--- src/rtl/trace_sync_ctrl_pkg.sv ---
// ---------------------------------------------------------------------------
// trace_pkg
// Shared definitions for the traceIF sync controller:
//   - traceIF width encodings (bits-1 encoding)
//   - controller state enum
//   - next_width(): auto-scan order 4 -> 2 -> 1 -> 4 bits
//   - map_cfg_width(): folds the reserved encoding 2 onto 4-bit mode
// ---------------------------------------------------------------------------
package trace_pkg;

  localparam logic [1:0] TW_1BIT = 2'd0;
  localparam logic [1:0] TW_2BIT = 2'd1;
  localparam logic [1:0] TW_4BIT = 2'd3;

  typedef enum logic [1:0] {
    IDLE   = 2'd0,
    SETTLE = 2'd1,
    HUNT   = 2'd2,
    LOCKED = 2'd3
  } state_t;

  // Auto-scan walks from the widest port downwards and wraps around.
  function automatic logic [1:0] next_width(input logic [1:0] w);
    logic [1:0] nw;
    case (w)
      TW_4BIT: nw = TW_2BIT;
      TW_2BIT: nw = TW_1BIT;
      default: nw = TW_4BIT;
    endcase
    return nw;
  endfunction

  // Encoding 2 (3 bits) is not a legal TPIU port width; run it as 4 bits.
  function automatic logic [1:0] map_cfg_width(input logic [1:0] cfg);
    return (cfg == 2'd2) ? TW_4BIT : cfg;
  endfunction

endpackage

--- src/rtl/trace_sync_ctrl_timer.sv ---
// ---------------------------------------------------------------------------
// trace_timer
// Loadable down-counter with a zero flag. Loading has priority over
// decrementing; the count never wraps below zero.
// Ports:
//   clk, nRst  : clock, async active-low reset (count resets to 0)
//   load       : load load_val on the next edge
//   load_val   : value to load
//   dec        : decrement by one (ignored when already zero)
//   zero       : count == 0
// ---------------------------------------------------------------------------
module trace_timer
  import trace_pkg::*;
#(
  parameter int WIDTH = 20
) (
  input  logic             clk,
  input  logic             nRst,
  input  logic             load,
  input  logic [WIDTH-1:0] load_val,
  input  logic             dec,
  output logic             zero
);

  logic [WIDTH-1:0] count;

  always_ff @(posedge clk or negedge nRst) begin
    if (!nRst) begin
      count <= '0;
    end else if (load) begin
      count <= load_val;
    end else if (dec && (count != '0)) begin
      count <= count - 1'b1;
    end
  end

  assign zero = (count == '0);

endmodule

--- src/rtl/trace_sync_ctrl.sv ---
// ---------------------------------------------------------------------------
// trace_sync_ctrl
// Sync/alignment controller for the traceIF capture path. Selects the
// traceIF port width (fixed or auto-scanned), hunts for TPIU sync, then
// tracks 16-byte frame alignment and reports misaligned syncs / sync loss.
// Ports:
//   clk, nRst   : clock, async active-low reset
//   autoEn      : 1 = auto-scan widths, 0 = fixed width from cfgWidth
//   cfgWidth    : fixed width, encoded bits-1 (2 is treated as 3)
//   clrErr      : synchronous clear of errCnt
//   dvalid      : byte strobe from traceIF
//   dIn         : byte from traceIF (not used here)
//   sync        : sync-detected pulse from traceIF
//   width       : width configuration to traceIF
//   locked      : frame alignment valid
//   frameStart  : pulse in the cycle after a frame's first byte
//   byteIdx     : byte index within the frame
//   lost        : one-cycle pulse on sync loss
//   errCnt      : saturating count of misaligned syncs
// ---------------------------------------------------------------------------
module trace_sync_ctrl
  import trace_pkg::*;
#(
  parameter int SETTLE_CYCLES = 32,
  parameter int SYNC_TIMEOUT  = 65536,
  parameter int LOSS_TIMEOUT  = 1048576,
  parameter int FRAME_BYTES   = 16
) (
  input  logic       clk,
  input  logic       nRst,
  input  logic       autoEn,
  input  logic [1:0] cfgWidth,
  input  logic       clrErr,
  input  logic       dvalid,
  input  logic [7:0] dIn,
  input  logic       sync,
  output logic [1:0] width,
  output logic       locked,
  output logic       frameStart,
  output logic [3:0] byteIdx,
  output logic       lost,
  output logic [7:0] errCnt
);

  localparam int MAX_A  = (SYNC_TIMEOUT > LOSS_TIMEOUT) ? SYNC_TIMEOUT : LOSS_TIMEOUT;
  localparam int MAX_TO = (MAX_A > SETTLE_CYCLES) ? MAX_A : SETTLE_CYCLES;
  localparam int TMR_W  = (MAX_TO > 1) ? $clog2(MAX_TO) : 1;

  localparam logic [TMR_W-1:0] SETTLE_LOAD = TMR_W'(SETTLE_CYCLES - 1);
  localparam logic [TMR_W-1:0] SYNC_LOAD   = TMR_W'(SYNC_TIMEOUT - 1);
  localparam logic [TMR_W-1:0] LOSS_LOAD   = TMR_W'(LOSS_TIMEOUT - 1);
  localparam logic [3:0]       LAST_IDX    = 4'(FRAME_BYTES - 1);

  // dIn is carried on the port for interface symmetry only.
  logic unused_din;
  assign unused_din = ^dIn;

  state_t           state_q, state_d;
  logic [1:0]       width_q, width_d;
  logic             locked_q, locked_d;
  logic             frame_start_q, frame_start_d;
  logic [3:0]       byte_idx_q, byte_idx_d;
  logic             lost_q, lost_d;
  logic [7:0]       err_cnt_q;
  logic             err_inc;
  logic             auto_q;
  logic [1:0]       cfg_q;
  logic             cfg_change;
  logic             tmr_load;
  logic [TMR_W-1:0] tmr_load_val;
  logic             tmr_dec;
  logic             tmr_zero;

  trace_timer #(
    .WIDTH(TMR_W)
  ) u_timer (
    .clk      (clk),
    .nRst     (nRst),
    .load     (tmr_load),
    .load_val (tmr_load_val),
    .dec      (tmr_dec),
    .zero     (tmr_zero)
  );

  // IDLE samples the live config itself, so a change is only acted on
  // once the controller has left IDLE; this keeps IDLE to a single cycle.
  assign cfg_change = (state_q != IDLE) &&
                      ((autoEn != auto_q) || (cfgWidth != cfg_q));

  // Next-state and next-output logic. Everything is computed here and
  // registered below so all outputs come straight from flops.
  always_comb begin
    state_d       = state_q;
    width_d       = width_q;
    locked_d      = 1'b0;
    frame_start_d = 1'b0;
    byte_idx_d    = 4'd0;
    lost_d        = 1'b0;
    err_inc       = 1'b0;
    tmr_load      = 1'b0;
    tmr_load_val  = SETTLE_LOAD;
    tmr_dec       = 1'b0;

    case (state_q)
      IDLE: begin
        width_d      = autoEn ? TW_4BIT : map_cfg_width(cfgWidth);
        tmr_load     = 1'b1;
        tmr_load_val = SETTLE_LOAD;
        state_d      = SETTLE;
      end

      SETTLE: begin
        if (tmr_zero) begin
          tmr_load     = 1'b1;
          tmr_load_val = SYNC_LOAD;
          state_d      = HUNT;
        end else begin
          tmr_dec = 1'b1;
        end
      end

      HUNT: begin
        if (sync) begin
          locked_d     = 1'b1;
          tmr_load     = 1'b1;
          tmr_load_val = LOSS_LOAD;
          state_d      = LOCKED;
        end else if (tmr_zero) begin
          tmr_load = 1'b1;
          if (auto_q) begin
            width_d      = next_width(width_q);
            tmr_load_val = SETTLE_LOAD;
            state_d      = SETTLE;
          end else begin
            tmr_load_val = SYNC_LOAD;
          end
        end else begin
          tmr_dec = 1'b1;
        end
      end

      LOCKED: begin
        locked_d   = 1'b1;
        byte_idx_d = byte_idx_q;
        if (dvalid) begin
          byte_idx_d    = (byte_idx_q == LAST_IDX) ? 4'd0 : byte_idx_q + 4'd1;
          frame_start_d = (byte_idx_q == 4'd0);
        end
        // A sync realigns the frame even if a byte arrived in the same
        // cycle; that byte still belongs to the old frame.
        if (sync) begin
          err_inc      = (byte_idx_q != 4'd0);
          byte_idx_d   = 4'd0;
          tmr_load     = 1'b1;
          tmr_load_val = LOSS_LOAD;
        end else if (tmr_zero) begin
          lost_d        = 1'b1;
          locked_d      = 1'b0;
          frame_start_d = 1'b0;
          byte_idx_d    = 4'd0;
          tmr_load      = 1'b1;
          tmr_load_val  = SYNC_LOAD;
          state_d       = HUNT;
        end else begin
          tmr_dec = 1'b1;
        end
      end

      default: begin
        state_d = IDLE;
      end
    endcase

    // A config change abandons whatever the FSM was doing.
    if (cfg_change) begin
      state_d       = IDLE;
      width_d       = width_q;
      locked_d      = 1'b0;
      frame_start_d = 1'b0;
      byte_idx_d    = 4'd0;
      lost_d        = 1'b0;
      err_inc       = 1'b0;
      tmr_load      = 1'b0;
      tmr_dec       = 1'b0;
    end
  end

  // State, config sample and output registers.
  always_ff @(posedge clk or negedge nRst) begin
    if (!nRst) begin
      state_q       <= IDLE;
      width_q       <= TW_4BIT;
      locked_q      <= 1'b0;
      frame_start_q <= 1'b0;
      byte_idx_q    <= 4'd0;
      lost_q        <= 1'b0;
      auto_q        <= 1'b0;
      cfg_q         <= 2'd0;
    end else begin
      state_q       <= state_d;
      width_q       <= width_d;
      locked_q      <= locked_d;
      frame_start_q <= frame_start_d;
      byte_idx_q    <= byte_idx_d;
      lost_q        <= lost_d;
      auto_q        <= autoEn;
      cfg_q         <= cfgWidth;
    end
  end

  // Error counter: clear beats increment, saturates at 255.
  always_ff @(posedge clk or negedge nRst) begin
    if (!nRst) begin
      err_cnt_q <= 8'd0;
    end else if (clrErr) begin
      err_cnt_q <= 8'd0;
    end else if (err_inc && (err_cnt_q != 8'hFF)) begin
      err_cnt_q <= err_cnt_q + 8'd1;
    end
  end

  assign width      = width_q;
  assign locked     = locked_q;
  assign frameStart = frame_start_q;
  assign byteIdx    = byte_idx_q;
  assign lost       = lost_q;
  assign errCnt     = err_cnt_q;

endmodule

--- config.mk ---
export PLATFORM = sky130hd
export DESIGN_NAME = trace_sync_ctrl
export DESIGN_NICKNAME = d
export VERILOG_FILES = /design/src/rtl/trace_sync_ctrl_pkg.sv /design/src/rtl/trace_sync_ctrl_timer.sv /design/src/rtl/trace_sync_ctrl.sv
export SDC_FILE = /design/constraint.sdc
export NUM_CORES = 1
export LEC_CHECK = 0
export BUFFER_PORTS_ARGS = -buffer_cell sky130_fd_sc_hd__buf_2
export CAP_MARGIN = 5
export CORE_MARGIN = 5
export CORE_UTILIZATION = 25
export CTS_CLUSTER_DIAMETER = 120
export DETAILED_ROUTE_END_ITERATION = 12
export PLACE_DENSITY = 0.44
export RECOVER_POWER = 50
export SLEW_MARGIN = 30
export SYNTH_ARGS = -nofsm -noshare
export SYNTH_HDL_FRONTEND = slang
export SYNTH_SLANG_ARGS = --single-unit
export TNS_END_PERCENT = 5
--- constraint.sdc ---
create_clock -name clk -period 2.3 [get_ports clk]
set_clock_uncertainty 0.1 [all_clocks]
set_input_delay 0.23 -clock clk [delete_from_list [all_inputs] [get_ports clk]]
set_output_delay 0.23 -clock clk [all_outputs]
set_load 0.01 [all_outputs]
* After elaboration in Yosys (flattened, before gate mapping)
Cells that the tools add are included.
Storage, ports and cells: flip-flop bits (word level) 42, output and inout bits 17, logic and storage cells 100
Cells by class: $add $sub $neg 3, eq/ne operators 17, muxes and demuxes 53, bitwise operators 1, reduce and logical (&&, ||, !) cells 16
Operators with widths (count):
- $mux W20 | 4
- $pmux W20 S4 | 1
- $mux W16 | 3
- $mux W4 | 6
- $mux W2 | 11
- $logic_not A20 Y1 | 1
- $mux W1 | 20
- $reduce_bool A20 Y1 | 1
- $sub A20 B1 Y20 const B | 1
- $mux W8 | 2
- $add A8 B1 Y8 const B | 1
- $eq A2 B2 Y1 const B | 4
- $ne A4 B4 Y1 const B | 2
- $ne A8 B8 Y1 const B | 1
- $pmux W2 S2 | 2
- $pmux W2 S4 | 1
- $reduce_bool A2 Y1 | 4
- $ne A2 B2 Y1 const B | 3
- $ne A5 B5 Y1 const B | 1
- $reduce_and A5 Y1 | 1
- $add A4 B1 Y4 const B | 1
- $eq A2 B1 Y1 const B | 2
- $eq A4 B4 Y1 const B | 1
- $logic_not A4 Y1 | 1
- other kinds (12) | 15

* Depth between registers and ports, before layout
word-level depth 8, mapped depth 8, depth with buffers taken out 7

* Cells and area by module
A second synthesis with hierarchy kept.
Second synthesis, totals: cells, all modules 267, area total of the unflattened synthesis 2448.6 sq um
Modules (own cells, without submodules):
- trace_timer | instances 1, cells an instance 140, area an instance 1252.5 sq um
- trace_sync_ctrl | instances 1, cells an instance 127, area an instance 1196.1 sq um

* Worst setup path before layout
OpenSTA, ideal clock, no wires.
path kind reg-to-reg, from register u_timer.count[10], to register u_timer.count[17], arrival 1.811 ns, required time 2.074 ns, setup slack 0.263 ns, stages on the path, launching flop included 6, period minus slack after synthesis 2.037 ns, cell sequence dfrtp_1 -> or4_1 -> nor4_2 -> and3_1 -> o21ai_1 -> a221o_1
Between the ends: word-level cells in the longest chain between the ends 7, elaborated cells on any way between the ends 15
Ends and longest elaborated chain:
- start, declared | RTL line trace_sync_ctrl_timer.sv:25 | logic [WIDTH-1:0] count;
- start signal, assigned | RTL line trace_sync_ctrl_timer.sv:31 | count <= load_val;
- start signal, assigned | RTL line trace_sync_ctrl_timer.sv:33 | count <= count - 1'b1;
- parallel branches: the longest is 7 deep, another holds $sub A20 B1 Y20
Parallel ways; which one is timed is not known. The select of a mux whose other input is x is not followed. A chain may end at the register's enable or synchronous reset.

* Final worst setup path
from input port cfgWidth[0], to register err_cnt_q[6] (netlist: errCnt[6])
Between the ends: word-level cells in the longest chain between the ends 6
Ends and longest elaborated chain:
- start, declared | RTL line trace_sync_ctrl.sv:32 | input logic [1:0] cfgWidth,
- $ne A2 B2 Y1 | RTL line trace_sync_ctrl.sv:88 | ((autoEn != auto_q) || (cfgWidth != cfg_q));
- $logic_or A1 B1 Y1 | RTL line trace_sync_ctrl.sv:88
- $logic_and A1 B1 Y1 | RTL line trace_sync_ctrl.sv:87 | assign cfg_change = (state_q != IDLE) &&
- $mux W1 | RTL line trace_sync_ctrl.sv:175 | if (cfg_change) begin
- $logic_and A1 B1 Y1 | RTL line trace_sync_ctrl.sv:217 | end else if (err_inc && (err_cnt_q != 8'hFF)) begin
- $reduce_bool A2 Y1 (no line)
- end signal, assigned | RTL line trace_sync_ctrl.sv:218 | err_cnt_q <= err_cnt_q + 8'd1;
- end, declared | RTL line trace_sync_ctrl.sv:64 | logic [7:0] err_cnt_q;
Every way passes these cells.

==> reports/results.txt <==
The fraction of final layout cells sized beyond drive strength 1 works out to 26.2%. The die outline width works out to 111 microns. Top layer used by detailed routing: met4.

In the routed layout, each cell is associated on average with a via count of 4.90. The tightest min-delay check is of the primary input to register type. The tools report the unique cell type count in the Yosys netlist as 60.

The count of flip-flops with a built-in enable after synthesis is 0, and the final routed DRC violation total is 0. TritonCTS built the clock tree. The critical path contains buffers and inverters numbering 2 combined. The wire length on met2 is 3070 microns, and the total grt overflow is 0. Clock tree synthesis inserted a total of 5 buffers. The count of nets after finishing is 333. The worst path needs 2.22 ns of the cycle, external delays included. Walking the worst path, the cells encountered are dlygate4sd3_1 > buf_2 > xor2_1 > or4b_4 > nor4_2 > nor2_1 > a211oi_1. The site row count is 36, and the slew of the pin with the lowest slew margin is 1.09 ns. For this run, asynchronously set or reset flops after synthesis account for 100%.

The repair_antennas step left the layout with diodes totalling 0. The worst register-to-register path ends at u_timer.count[19]$_DFFE_PN0P_. The tools report the number of clock sinks as 42. The tools report the total of endpoints with negative setup slack in the final report as 0. The library cell used as clock root buffer is clkbuf_8.

For the clock latency of the later-clocked register in the worst-skew pair, the log shows 0.30 ns. The first-pass GRT wire length is 11,100 microns, and the leakage dissipation is 1.28 nW. The die covers 12,300 sq um.

The worst setup path is of the primary input to register kind. The run gives 2,135 as the number of global-route vias before repair. After detailed placement, the design holds a cell count of 431. The tools report the detailed-router iteration count before antenna repair as 4. Kind of cell with the highest combined delay on the critical path: simple AND/OR/NAND/NOR gates. For the headroom to the max-slew limit, the log shows 27.6%. After floorplanning, the core was sized to cover 9820 sq um. Setup repair after global routing could not meet its margin everywhere. For the worst setup path, the data required time is 2.39 ns.

The global-route usage over all layers was 10.9%. On the worst path, the slowest cell contributes a delay of 0.60 ns. The tools report the fraction of the core area covered by cells at the end of the flow as 32.2%.

Sequential elements use 41.5% of the synthesized area. The routed wirelength normalized by instance count is 15.0 microns. 33 I/O pins were placed.

The clock passes through at most 2 buffers. Worst hold endpoint: lost$_DFF_PN0_. Port buffering added 24 buffers. The final max-slew violation count came out at 0. After clock tree synthesis, the clock-pin slew on the worst setup and hold paths is 0.08 ns. For the routed length on met1, the log shows 3360 microns. After the flow finishes, the layout carries non-filler instances totaling 446.

Summing all placed instances gives a cell area of 2960 sq um. The area growth from synthesis to layout was 24.5%; the height of the die was 111 microns. In this run the critical register-to-register path is launched from u_timer.count[2]$_DFFE_PN0P_. The largest individual stage delay along the critical path comes from the cell or4b_4. Warning count from the yosys run: 0.

The run gives 0 as the initial antenna violation count. The filler cells instantiated in the layout total 1,066. The fmax was 0.450 GHz; the top fanout value on the critical path was 5. Across all register-to-register paths, the minimum setup slack is 0.13 ns. The depth of the worst hold-timing path was 2. HPWL after detailed placement: 4790 microns. The run gives 3160 sq um as the post-route cell area.

The post-synth design cell area was 2540 sq um. Across the VDD grid, the largest voltage drop is 0.000302 V. At the end of routability-driven placement, the weighted congestion stood at 0.747. At the worst endpoint, the arrival time is 2.32 ns. The synthesized design contains 42 register bits. The average cell area after synthesis is 9.73 sq um, and the final worst setup slack is 0.0785 ns. STA classifies the critical path startpoint as a primary input. The tools report the vias after detailed routing as 2,184. The flow ran to the end, and the final reports show no timing, DRC or antenna violations. The final number of hold-violating endpoints is 0.

The run gives 0 as the max-cap violation count. The number of routed nets with antenna violations is 0. STA classifies the critical path endpoint as a register.

Synthesized instance count: 261. When the netlist entered floorplanning its net count stood at 282. Among all flip-flop cells after synthesis, the most frequent one is dfrtp_1.

The logs give 43 for the largest net degree at the start of global routing and 2 for the deepest level of the CTS H-tree. The setup total negative slack is 0 ns. The final critical path takes up 96.6% of the cycle.

The tools report the worst slack after detailed placement as 0.0747 ns. Startpoint of the lowest-slack hold path: sync. Hold timing on the final database bottoms out at a slack of 0.0851 ns.

For this block, the routed nets add up to 6670 microns of wire. The number of cells traversed by the worst register-to-register path was 6. Once the floorplan was initialized, standard cells occupied 25.9% of the core.

Overall power of the completed layout: 2.96 mW. The routed length on met3 is 186 microns. After the first detailed-routing iteration, the DRC count stood at 100. The power density over cell area works out to 935 nW/um^2.
synth_stat cells (2+ instances only):
library cell / n / area [sq um]
dfrtp_1: 40 / 1000
nor2_1: 26 / 97.6
a21oi_1: 25 / 125
nand2_1: 17 / 63.8
nor3_1: 14 / 70.1
inv_1: 12 / 45.0
a2bb2oi_2: 8 / 120
nand3_1: 7 / 35.0
and2_1: 6 / 37.5
o21ai_1: 6 / 30.0
or3_1: 6 / 37.5
xnor2_1: 6 / 52.6
ha_1: 5 / 62.6
nor4_2: 5 / 62.6
o21ai_0: 5 / 25.0
clkbuf_1: 4 / 15.0
nor4_1: 4 / 25.0
xor2_1: 4 / 35.0
a22o_1: 3 / 26.3
a41oi_1: 3 / 26.3
nand4_1: 3 / 18.8
nor2b_1: 3 / 18.8
or4_1: 3 / 22.5
a211oi_1: 2 / 15.0
a41o_1: 2 / 20.0
and3_1: 2 / 12.5
buf_2: 2 / 10.0
buf_6: 2 / 22.5
dfstp_2: 2 / 52.6
mux2_1: 2 / 22.5
nor3_2: 2 / 20.0
o211a_1: 2 / 20.0
layer usage:
layer	vias up	GRT usage, %
met5	-	0
met1	1077	15.6
met3	4	2.57
met4	0	2.46
met2	24	16.7
li1	1079	-
worst max path at each step:
| stage | slack, ns | depth (start not counted) | endpoint | startpoint |
|---|---|---|---|---|
| floorplan | 0.26 | 5 | u_timer.count[17]$_DFFE_PN0P_ | u_timer.count[10]$_DFFE_PN0P_ |
| global placement | 0.05 | 5 | width[0]$_DFFE_PN1P_ | u_timer.count[7]$_DFFE_PN0P_ |
| detailed placement | 0.07 | 5 | width[0]$_DFFE_PN1P_ | u_timer.count[10]$_DFFE_PN0P_ |
| CTS | 0.009 | 7 | errCnt[6]$_DFFE_PN0P_ | cfgWidth[1] |
| global route | -0.04 | 7 | byteIdx[3]$_DFFE_PN0P_ | cfgWidth[1] |
| finish | 0.08 | 7 | errCnt[6]$_DFFE_PN0P_ | cfgWidth[0] |
flip-flops by register name, indices dropped and copies added, names as in the netlist:
name           cells
auto_q             1
byteIdx            4
cfg_q              2
errCnt             8
frameStart         1
locked             1
lost               1
state_q            2
u_timer.count     20
width              2
power by group:
part | switching (mW) | internal, mW | total (mW)
combinational | 0.669 | 0.626 | 1.30
clock | 0.256 | 0.325 | 0.582
sequential | 0.189 | 0.890 | 1.08
total | 1.11 | 1.84 | 2.96
cells by family (layout without fill, tap and decap cells):
group / Yosys count / in the layout / share of synthesized area, %
AND/OR/NAND/NOR: 107 / 107 / 25.0
AO/OA/AOI/OAI: 72 / 72 / 22.0
flip-flops: 42 / 42 / 41.5
buffers and inverters: 21 / 73 / 3.79
XOR/XNOR: 10 / 10 / 3.45
adder cells (fa/ha/maj): 5 / 5 / 2.46
multiplexers: 4 / 4 / 1.72
placed cells by master (no fill, tap or decap), drive strengths merged, types with 4 or more instances in the layout:
| cell type | synthesis | routed |
|---|---|---|
| buf | 5 | 44 |
| dfrtp | 40 | 40 |
| nor2 | 26 | 26 |
| a21oi | 25 | 25 |
| nand2 | 17 | 17 |
| nor3 | 16 | 16 |
| inv | 12 | 12 |
| clkbuf | 4 | 12 |
| o21ai | 11 | 11 |
| nor4 | 10 | 10 |
| a2bb2oi | 9 | 9 |
| nand3 | 9 | 9 |
| and2 | 6 | 6 |
| xnor2 | 6 | 6 |
| or3 | 6 | 6 |
| ha | 5 | 5 |
| xor2 | 4 | 4 |
| dlygate4sd3 | 0 | 4 |
| nand4 | 4 | 4 |
timing repair:
| item | 4_1_cts | 5_1_grt |
|---|---|---|
| gates resized for setup | 0 | 5 |
| buffers inserted | 0 | 3 |
| endpoints found under the setup margin | 0 | 8 |
| hold endpoints to repair | 43 | 0 |
| hold buffers | 4 | 0 |
layout make-up:
cell class / count / area [sq um] / area share (%)
flip-flops and latches: 42 / 1050 / 33.3
clock inverters: 1 / 30.0 / 0.950
inverters: 12 / 45.0 / 1.42
well taps: 133 / 166 / 5.26
multi-input cells: 198 / 1430 / 45.1
repair buffers: 53 / 365 / 11.6
clock buffers: 7 / 76.3 / 2.41
Power figures use the tool's default switching activity.
